--- src/rtl/pipe_pkg.sv ---
// pipe_pkg: per-stage control bundle types, their widths and bubble constants
package pipe_pkg;
  typedef struct packed {
    logic [3:0] alu_op;
    logic       alu_src;
    logic       reg_dst;
    logic       pc_src;
    logic       imm_sel;
  } ex_ctrl_t;
  typedef struct packed {
    logic mem_read;
    logic mem_write;
    logic branch;
    logic jump;
  } mem_ctrl_t;
  typedef struct packed {
    logic reg_write;
    logic mem_to_reg;
    logic link;
    logic csr_we;
  } wb_ctrl_t;
  typedef struct packed {
    ex_ctrl_t  ex;
    mem_ctrl_t mem;
    wb_ctrl_t  wb;
  } id_ex_ctrl_t;
  typedef struct packed {
    mem_ctrl_t mem;
    wb_ctrl_t  wb;
  } ex_mem_ctrl_t;
  localparam int EX_CTRL_W     = $bits(ex_ctrl_t);
  localparam int MEM_CTRL_W    = $bits(mem_ctrl_t);
  localparam int WB_CTRL_W     = $bits(wb_ctrl_t);
  localparam int ID_EX_CTRL_W  = $bits(id_ex_ctrl_t);
  localparam int EX_MEM_CTRL_W = $bits(ex_mem_ctrl_t);
  localparam id_ex_ctrl_t  ID_EX_BUBBLE  = '0;
  localparam ex_mem_ctrl_t EX_MEM_BUBBLE = '0;
  localparam wb_ctrl_t     MEM_WB_BUBBLE = '0;
endpackage

--- src/rtl/register_param.sv ---
// register_param: enable-gated register with synchronous reset to RESET_VAL
// ports: clk, reset (sync, active-high), en_i load enable, d_i next value, q_o held value
module register_param #(
  parameter int               WIDTH     = 1,
  parameter logic [WIDTH-1:0] RESET_VAL = '0
) (
  input  logic             clk,
  input  logic             reset,
  input  logic             en_i,
  input  logic [WIDTH-1:0] d_i,
  output logic [WIDTH-1:0] q_o
);
  always_ff @(posedge clk)
    if (reset) q_o <= RESET_VAL;
    else if (en_i) q_o <= d_i;
endmodule

--- src/rtl/pipe_stage_reg.sv ---
// pipe_stage_reg: valid/ready pipeline stage register with optional skid entry, flush and stall counter
// ports: clk, reset (sync, active-high); in_valid/in_ready/in_data/in_ctrl upstream side;
//        flush squashes held and offered entries; out_valid/out_ready/out_data/out_ctrl downstream side;
//        stall_count saturating count of cycles with out_valid && !out_ready
module pipe_stage_reg import pipe_pkg::*; #(
  parameter int                DATA_W      = 64,
  parameter int                CTRL_W      = ID_EX_CTRL_W,
  parameter logic [CTRL_W-1:0] BUBBLE_CTRL = ID_EX_BUBBLE,
  parameter int                SKID        = 1,
  parameter int                CNT_W       = 16
) (
  input  logic              clk,
  input  logic              reset,
  input  logic              in_valid,
  output logic              in_ready,
  input  logic [DATA_W-1:0] in_data,
  input  logic [CTRL_W-1:0] in_ctrl,
  input  logic              flush,
  output logic              out_valid,
  input  logic              out_ready,
  output logic [DATA_W-1:0] out_data,
  output logic [CTRL_W-1:0] out_ctrl,
  output logic [CNT_W-1:0]  stall_count
);
  localparam int EW = DATA_W + CTRL_W;
  logic          main_v_q, skid_v_q, main_v_d, skid_v_d;
  logic [1:0]    v_q;
  logic [EW-1:0] main_q, skid_q, main_d, in_ent;
  logic [CNT_W-1:0] cnt_q, cnt_d;
  logic          in_acc, out_xfer, main_load_in, main_load_skid, skid_load;
  always_comb begin
    in_ent         = {in_data, in_ctrl};
    // with a skid entry in_ready comes straight from the skid valid flop, so out_ready never reaches it
    in_ready       = flush || ((SKID != 0) ? !skid_v_q : (!main_v_q || out_ready));
    out_xfer       = main_v_q && out_ready;
    in_acc         = in_valid && in_ready && !flush;
    main_load_skid = (SKID != 0) && skid_v_q && out_xfer && !flush;
    main_load_in   = in_acc && (!main_v_q || out_xfer);
    skid_load      = (SKID != 0) && in_acc && main_v_q && !out_xfer;
    main_d         = main_load_skid ? skid_q : in_ent;
    main_v_d       = !flush && (main_load_in || main_load_skid || (main_v_q && !out_xfer));
    skid_v_d       = !flush && (skid_load || (skid_v_q && !main_load_skid));
    cnt_d          = (main_v_q && !out_ready && cnt_q != '1) ? cnt_q + 1'b1 : cnt_q;
  end
  register_param #(.WIDTH(EW)) u_main (
    .clk(clk), .reset(reset), .en_i(main_load_in || main_load_skid), .d_i(main_d), .q_o(main_q)
  );
  register_param #(.WIDTH(EW)) u_skid (
    .clk(clk), .reset(reset), .en_i(skid_load), .d_i(in_ent), .q_o(skid_q)
  );
  register_param #(.WIDTH(2)) u_valid (
    .clk(clk), .reset(reset), .en_i(1'b1), .d_i({main_v_d, skid_v_d}), .q_o(v_q)
  );
  assign {main_v_q, skid_v_q} = v_q;
  always_ff @(posedge clk) cnt_q <= reset ? '0 : cnt_d;
  assign out_valid   = main_v_q;
  assign out_data    = main_q[EW-1:CTRL_W];
  assign out_ctrl    = main_v_q ? main_q[CTRL_W-1:0] : BUBBLE_CTRL;
  assign stall_count = cnt_q;
endmodule

--- config.mk ---
export PLATFORM = sky130hd
export DESIGN_NAME = pipe_stage_reg
export DESIGN_NICKNAME = d
export VERILOG_FILES = /design/src/rtl/pipe_pkg.sv /design/src/rtl/register_param.sv /design/src/rtl/pipe_stage_reg.sv
export SDC_FILE = /design/constraint.sdc
export NUM_CORES = 1
export LEC_CHECK = 0
export ABC_AREA = 1
export CORE_MARGIN = 8
export CORE_UTILIZATION = 45
export CTS_CLUSTER_DIAMETER = 30
export DETAILED_ROUTE_END_ITERATION = 10
export DONT_BUFFER_PORTS = 1
export PLACE_DENSITY_LB_ADDON = 0.25
export SETUP_SLACK_MARGIN = 0.5
export SLEW_MARGIN = 15
export SYNTH_ARGS = -nofsm -noshare
export SYNTH_HDL_FRONTEND = slang
export SYNTH_SLANG_ARGS = --single-unit
--- constraint.sdc ---
create_clock -name clk -period 1.51 [get_ports clk]
set_clock_uncertainty 0.2 [all_clocks]
set_input_delay 0.302 -clock clk [delete_from_list [all_inputs] [get_ports clk]]
set_output_delay 0.302 -clock clk [all_outputs]
set_load 0.01 [all_outputs]
==> results.py, run 1 <==
metrics = {
    "final_layout": {
        "multi_input_area_mm2": 0.00387,
        "ff_latch_area_mm2": 0.00373,
        "layout_commonest_cell": "nand2_1",
        "syn2layout_area_growth_pct": 51.5,
        "nFillCells": 1277,
        "layout.nets": 1225,
        "n_antenna_cell": 0,
        "drive_gt1_share_pct": 38.3,
        "final_util_pct": 69.2,
        "final_cell_mix": "nand2_1, dfxtp_1, inv_1, a21oi_1",
    },
    "route": {
        "viasPerCell": 5.42,
        "routed_wl_mm": 27.2,
        "drtPass1Iterations": 5,
        "drt_iter0_markers": 374,
        "drc": 0,
        "vias": 7459,
        "drt.antenna.violating_nets": 0,
        "wl_per_cell_um": 19.8,
    },
    "cts": {
        "clkTransAtPathRegs_ns": 0.07,
        "cts_hold_buf": 82,
        "cts_buffer_depth": 2,
        "htree_levels": 4,
        "clkLatencyLatePin_ns": 0.42,
        "clkSinkCount": 178,
        "cts_tree": "yes",
        "root_buffer": "clkbuf_16",
        "cts_buffers": 17,
    },
    "power_and_ir_drop": {
        "p_sw_w": 0.00264,
        "vdd_ir_drop_max_v": 0.000743,
        "powerDensity_mw_per_mm2": 888,
        "power.share.sequential_pct": 47.8,
        "clkPwrFrac_pct": 40.9,
        "comb_power_share_pct": 11.2,
        "power_w": 0.0106,
        "p_leak_nw": 4.98,
        "intPower_w": 0.00792,
        "p_sw_share_pct": 25.0,
    },
    "synthesis": {
        "ys_seq_area_share_pct": 45.4,
        "synth_area_mm2": 0.00784,
        "avgSynthCellArea_um2": 7.40,
        "yosysWarnings": 0,
        "netlist.area_leader.share_pct": 45.4,
        "synth_nets": 1146,
        "synth.distinct_cells": 22,
        "synth_top_area_cell": "dfxtp_1",
        "syn-instance-count": 1060,
        "synth_area_leaders": "dfxtp_1, o21ai_0, a21oi_1",
        "ys_seq_elements": 178,
    },
    "floorplanning": {
        "die_y_um": 148,
        "coreArea_mm2": 0.0172,
        "placementRows": 48,
        "fp.dieW_um": 148,
        "initial_core_util_pct": 45.7,
        "pin_count": 183,
        "die_area_mm2": 0.0219,
    },
    "global_routing": {
        "antenna_found_initial": 0,
        "grt_pass1_wl_mm": 37.6,
        "grt_util_all_layers_pct": 21.3,
        "grt_pass1_vias": 7115,
        "grt_max_degree": 92,
        "overflow": 0,
    },
    "setup_path": {
        "critPathMaxFanout": 5,
        "endpoint_kind": "flop",
        "critPathKind": "flop to flop",
        "start_kind": "flop",
        "crit_arrival_ns": 1.85,
        "critPathRequiredTime_ns": 1.65,
    },
    "placed_design": {
        "dp.final_hpwl_mm": 12.2,
        "gp_congestion": 0.813,
        "post-place-ws_ns": -0.0591,
        "io_buffers": 0,
    },
    "sta": {
        "hold-worst-slack_ns": -0.116,
        "fin_crit_sh_pct": 113,
        "finalHoldViolCount": 1,
        "slew_viol_final": 0,
        "relSlewSlack_pct": 71.2,
        "rsz0062_at_grt": "yes",
        "setup_viol": 193,
        "worst_pin_slew_ns": 0.432,
        "max_freq_ghz": 0.588,
        "period_needed_ns": 1.70,
        "worst_slack_ns": -0.191,
    },
    "status": {
        "failed_checks": "negative hold slack, negative setup slack",
        "outcome": "finished, violations left",
    },
    "run": {
        "drv_cap": 0,
    },
    "hold_path": {
        "holdCritPathClass": "primary input to flop",
    },
}
-- cells by family (layout without fill, tap and decap cells) --
| group | after synthesis | count (layout) | synth area share [%] |
|---|---|---|---|
| flops | 178 | 178 | 45.4 |
| simple gates | 219 | 219 | 11.2 |
| compound gates | 409 | 409 | 26.1 |
| buf+inv | 253 | 343 | 17.1 |
| fa+ha+maj | 1 | 1 | 0.159 |
-- flip-flops by register name (all words and copies together) (netlist names) --
register	count
u_main.q_o	80
u_skid.q_o	80
stall_count	16
u_valid.q_o	2
-- synthesized netlist by cell type --
library cell	n
nor2_4	1
nand2_2	2
a21boi_0	1
buf_4	65
nand3b_1	1
o21ai_0	234
a21oi_1	164
inv_1	112
dfxtp_1	178
nand3_2	2
ha_1	1
nand4_1	2
nand3_1	10
nor2_1	52
nor3_1	2
buf_6	15
clkbuf_1	28
buf_2	29
nor2_2	2
o21ai_1	10
inv_2	4
nand2_1	145
-- critical path: stages, from the launching register on --
cell and delay, ns:
dfxtp_4 0.39, buf_12 0.13, inv_4 0.03, nor2_4 0.12, nand3_4 0.11, inv_8 0.11
buf_12 0.14, buf_8 0.13, o21ai_0 0.08, a21oi_1 0.17
-- power by group through the flow --
stage / Combinational (W) / Sequential [W] / Clock, W
CTS: 0.000948 / 0.00504 / 0.00440
floorplan: 0.000659 / 0.00502 / 0
detailed placement: 0.000547 / 0.00514 / 0
global placement: 0.000534 / 0.00514 / 0
global route: 0.00128 / 0.00507 / 0.00459
finish: 0.00119 / 0.00505 / 0.00432
-- final cells by class --
cell class,instances,area share (%)
clock buffers,24,4.14
clock inverters,6,0.600
inverters,116,3.81
multi-input cells,629,32.6
flip-flops and latches,178,31.4
well taps,225,2.37
repair buffers,197,25.2
-- path summary, 6_finish.rpt --
| path | startpoint | end | slack (ns) | cells past startpoint |
|---|---|---|---|---|
| setup / recovery | u_valid.q_o[1]$_SDFF_PP0_ | u_skid.q_o[28]$_SDFFE_PP0P_ | -0.19 | 9 |
| hold / removal | in_valid | u_valid.q_o[0]$_SDFF_PP0_ | -0.12 | 2 |
| setup reg to reg | u_valid.q_o[1]$_SDFF_PP0_ | u_skid.q_o[28]$_SDFFE_PP0P_ | -0.19 | 9 |
| hold reg to reg | u_skid.q_o[70]$_SDFFE_PP0P_ | u_skid.q_o[70]$_SDFFE_PP0P_ | 0.32 | 2 |
-- stage by stage --
step | setup TNS [ns] | cell area (um^2) | cells
2_1_floorplan | 0 | 7980 | 1060
3_3_place_gp | -0.183 | 7740 | 1190
3_5_place_dp | -1.98 | 7740 | 1190
4_1_cts | -15.96 | 10300 | 1348
5_1_grt | -30.88 | 11900 | 1375
6_report | -20.69 | 11900 | 1375
-- routing by layer --
metal	GRT usage [%]	share of wire, %	vias up
met1	25.1	40	3528
met3	5.72	6.4	42
met5	0	0	-
met2	36.2	51	301
li1	-	-	3588
met4	8.01	2.2	0
-- what timing repair did --
action                                  CTS  global route
resized for setup                       162           378
endpoints found under the setup margin  276           276
setup buffers                            24             4
gates cloned                             22            23
hold endpoints to repair                162             1
pin swaps                                11            40
No activity file was read; power rests on OpenSTA's default activity.
==> run 2, diff against run 1 <==
--- a/config.mk
+++ b/config.mk
@@ -6,6 +6,7 @@
 export NUM_CORES = 1
 export LEC_CHECK = 0
 export ABC_AREA = 1
+export CORE_ASPECT_RATIO = 2
 export CORE_MARGIN = 8
 export CORE_UTILIZATION = 45
 export CTS_CLUSTER_DIAMETER = 30
==> results.py, run 2 (synthesis gave the netlist of run 1 again) <==
metrics = {
    "sta": {
        "period_needed_ns": 1.83,
        "hold-worst-slack_ns": -0.131,
        "setup_viol": 196,
        "finalHoldViolCount": 1,
        "relSlewSlack_pct": 81.1,
        "rsz0062_at_grt": "yes",
        "worst_slack_ns": -0.321,
        "max_freq_ghz": 0.546,
        "fin_crit_sh_pct": 121,
        "slew_viol_final": 0,
        "worst_pin_slew_ns": 0.284,
    },
    "global_routing": {
        "grt_util_all_layers_pct": 21.0,
        "grt_pass1_wl_mm": 36.4,
        "globalRouteMet3Util_pct": 4.19,
        "grt_pass1_vias": 6991,
        "use_met2_pct": 37.7,
        "grt_max_degree": 95,
        "grt.busiest_layer": "met2",
        "antenna_found_initial": 0,
        "overflow": 0,
        "use_met1_pct": 22.6,
    },
    "cts": {
        "clkSinkCount": 178,
        "htree_levels": 4,
        "clkTransAtPathRegs_ns": 0.07,
        "clkLatencyLatePin_ns": 0.43,
        "cts_buffers": 17,
        "cts_tree": "yes",
        "root_buffer": "clkbuf_16",
        "cts_buffer_depth": 2,
        "cts_hold_buf": 81,
    },
    "floorplanning": {
        "coreArea_mm2": 0.0172,
        "placementRows": 68,
        "die_area_mm2": 0.0222,
        "fp.dieW_um": 109,
        "die_y_um": 203,
        "pin_count": 183,
        "initial_core_util_pct": 45.6,
    },
    "setup_path": {
        "reg2reg_slack_ns": -0.32,
        "critPathKind": "flop to flop",
        "critPathRequiredTime_ns": 1.62,
        "endpoint": "u_main.q_o[43]$_SDFFE_PP0P_",
        "endpoint_kind": "flop",
        "max_stage_delay_ns": 0.36,
        "crit_buf_inv": 5,
        "path_depth": 9,
        "slowest_stage": "dfxtp_4",
        "start_kind": "flop",
        "crit_arrival_ns": 1.94,
        "crit_path_start": "u_valid.q_o[1]$_SDFF_PP0_",
        "critical_path.cell_chain": "buf_6 -> buf_6 -> nand3_4 -> buf_12 -> nand2_8 -> buf_12 -> clkbuf_16 -> o21ai_0 -> a21oi_1",
        "r2r-end": "u_main.q_o[43]$_SDFFE_PP0P_",
        "critPathMaxFanout": 7,
        "r2r_start": "u_valid.q_o[1]$_SDFF_PP0_",
        "critical_path.top_delay_family": "buffers and inverters",
        "rr_worst_depth": 9,
    },
    "route": {
        "viasPerCell": 5.51,
        "drt_iter0_markers": 530,
        "drtPass1Iterations": 5,
        "drt.antenna.violating_nets": 0,
        "wl_per_cell_um": 20.1,
        "routed_wl_mm": 27.6,
        "vias": 7546,
        "drc": 0,
    },
    "status": {
        "failed_checks": "negative hold slack, negative setup slack",
        "outcome": "finished, violations left",
    },
    "placed_design": {
        "dp.final_hpwl_mm": 12.7,
        "gp_congestion": 0.811,
        "io_buffers": 0,
    },
    "hold_path": {
        "hold_start": "in_valid",
        "worstHoldPathCells": 2,
        "holdCritPathClass": "primary input to flop",
    },
    "power_and_ir_drop": {
        "vdd_ir_drop_max_v": 0.000685,
        "powerDensity_mw_per_mm2": 945,
        "p_leak_nw": 4.89,
    },
    "final_layout": {
        "layout.nets": 1233,
        "drive_gt1_share_pct": 23.0,
        "syn2layout_area_growth_pct": 41.3,
        "final_util_pct": 64.5,
        "n_antenna_cell": 0,
        "final_cell_mix": "dfxtp_1, a21oi_1, o21ai_1, nand2_1, inv_1",
        "nFillCells": 1407,
        "layout_commonest_cell": "dfxtp_1",
    },
    "run": {
        "drv_cap": 0,
    },
}
-- run 2: changes by cell type in the layout (fill, tap and decap cells not counted), sizes merged --
cell,previous run,this run
bufinv,1,2
dlygate4sd3,82,81
nand2,147,148
clkinv,2,5
clkbuf,45,36
buf,94,107
clkinvlp,0,3
inv,119,118
-- run 2: metal layers --
metal	vias to the layer above	share of wire [%]	routed length, um
met3	63	6.3	1740
met1	3582	36	10100
li1	3606	-	-
met5	-	0	0
met4	0	3.1	860
met2	295	54	14900
-- run 2: per-stage QoR --
stage / power, W / cell area (um^2) / setup TNS, ns / setup WS [ns] / cells
after floorplan: 0.00568 / 7980 / 0 / 0.0173 / 1060
final: 0.0105 / 11100 / -25.71 / -0.321 / 1370
after detailed placement: 0.00569 / 7790 / -3.31 / -0.0919 / 1184
after CTS: 0.0103 / 10200 / -22.12 / -0.173 / 1338
after global routing: 0.0108 / 11100 / -40.98 / -0.379 / 1370
after global placement: 0.00568 / 7790 / -0.355 / -0.0853 / 1184
-- run 2: worst reg2reg max path: stages (launching register included) --
cell and delay (ns):
dfxtp_4 0.36, buf_6 0.12, buf_6 0.11, nand3_4 0.11, buf_12 0.13, nand2_8 0.09
buf_12 0.15, clkbuf_16 0.16, o21ai_0 0.20, a21oi_1 0.08
-- run 2: where the power goes --
group / switching [W] / total [W] / internal, W / leakage (nW)
registers: 0.000186 / 0.00504 / 0.00486 / 1.46
logic: 0.000501 / 0.000992 / 0.000491 / 3.15
clock network: 0.00195 / 0.00443 / 0.00249 / 0.277
-- run 2: how the worst min path moves through the flow --
stage / endpoint / slack [ns]
final: u_valid.q_o[0]$_SDFF_PP0_ / -0.13
after global routing: u_valid.q_o[0]$_SDFF_PP0_ / -0.13
after CTS: u_valid.q_o[0]$_SDFF_PP0_ / -0.13
after detailed placement: u_skid.q_o[19]$_SDFFE_PP0P_ / 0.26
after global placement: u_skid.q_o[26]$_SDFFE_PP0P_ / 0.26
after floorplan: u_skid.q_o[15]$_SDFFE_PP0P_ / 0.25
-- run 2: cell type report --
cell class	instances	area (um^2)	area share [%]
inverters	116	445	4.02
flip-flops and latches	178	3590	32.4
multi-input cells	630	3290	29.7
clock buffers	20	447	4.03
repair buffers	204	2920	26.3
well taps	210	263	2.37
clock inverters	12	133	1.20
-- run 2: timing repair --
item	CTS	global route
setup endpoints to repair	276	276
setup buffers	21	6
cloned	20	26
pin swaps	6	12
endpoints found under the hold margin	160	2
gates resized for setup	121	171
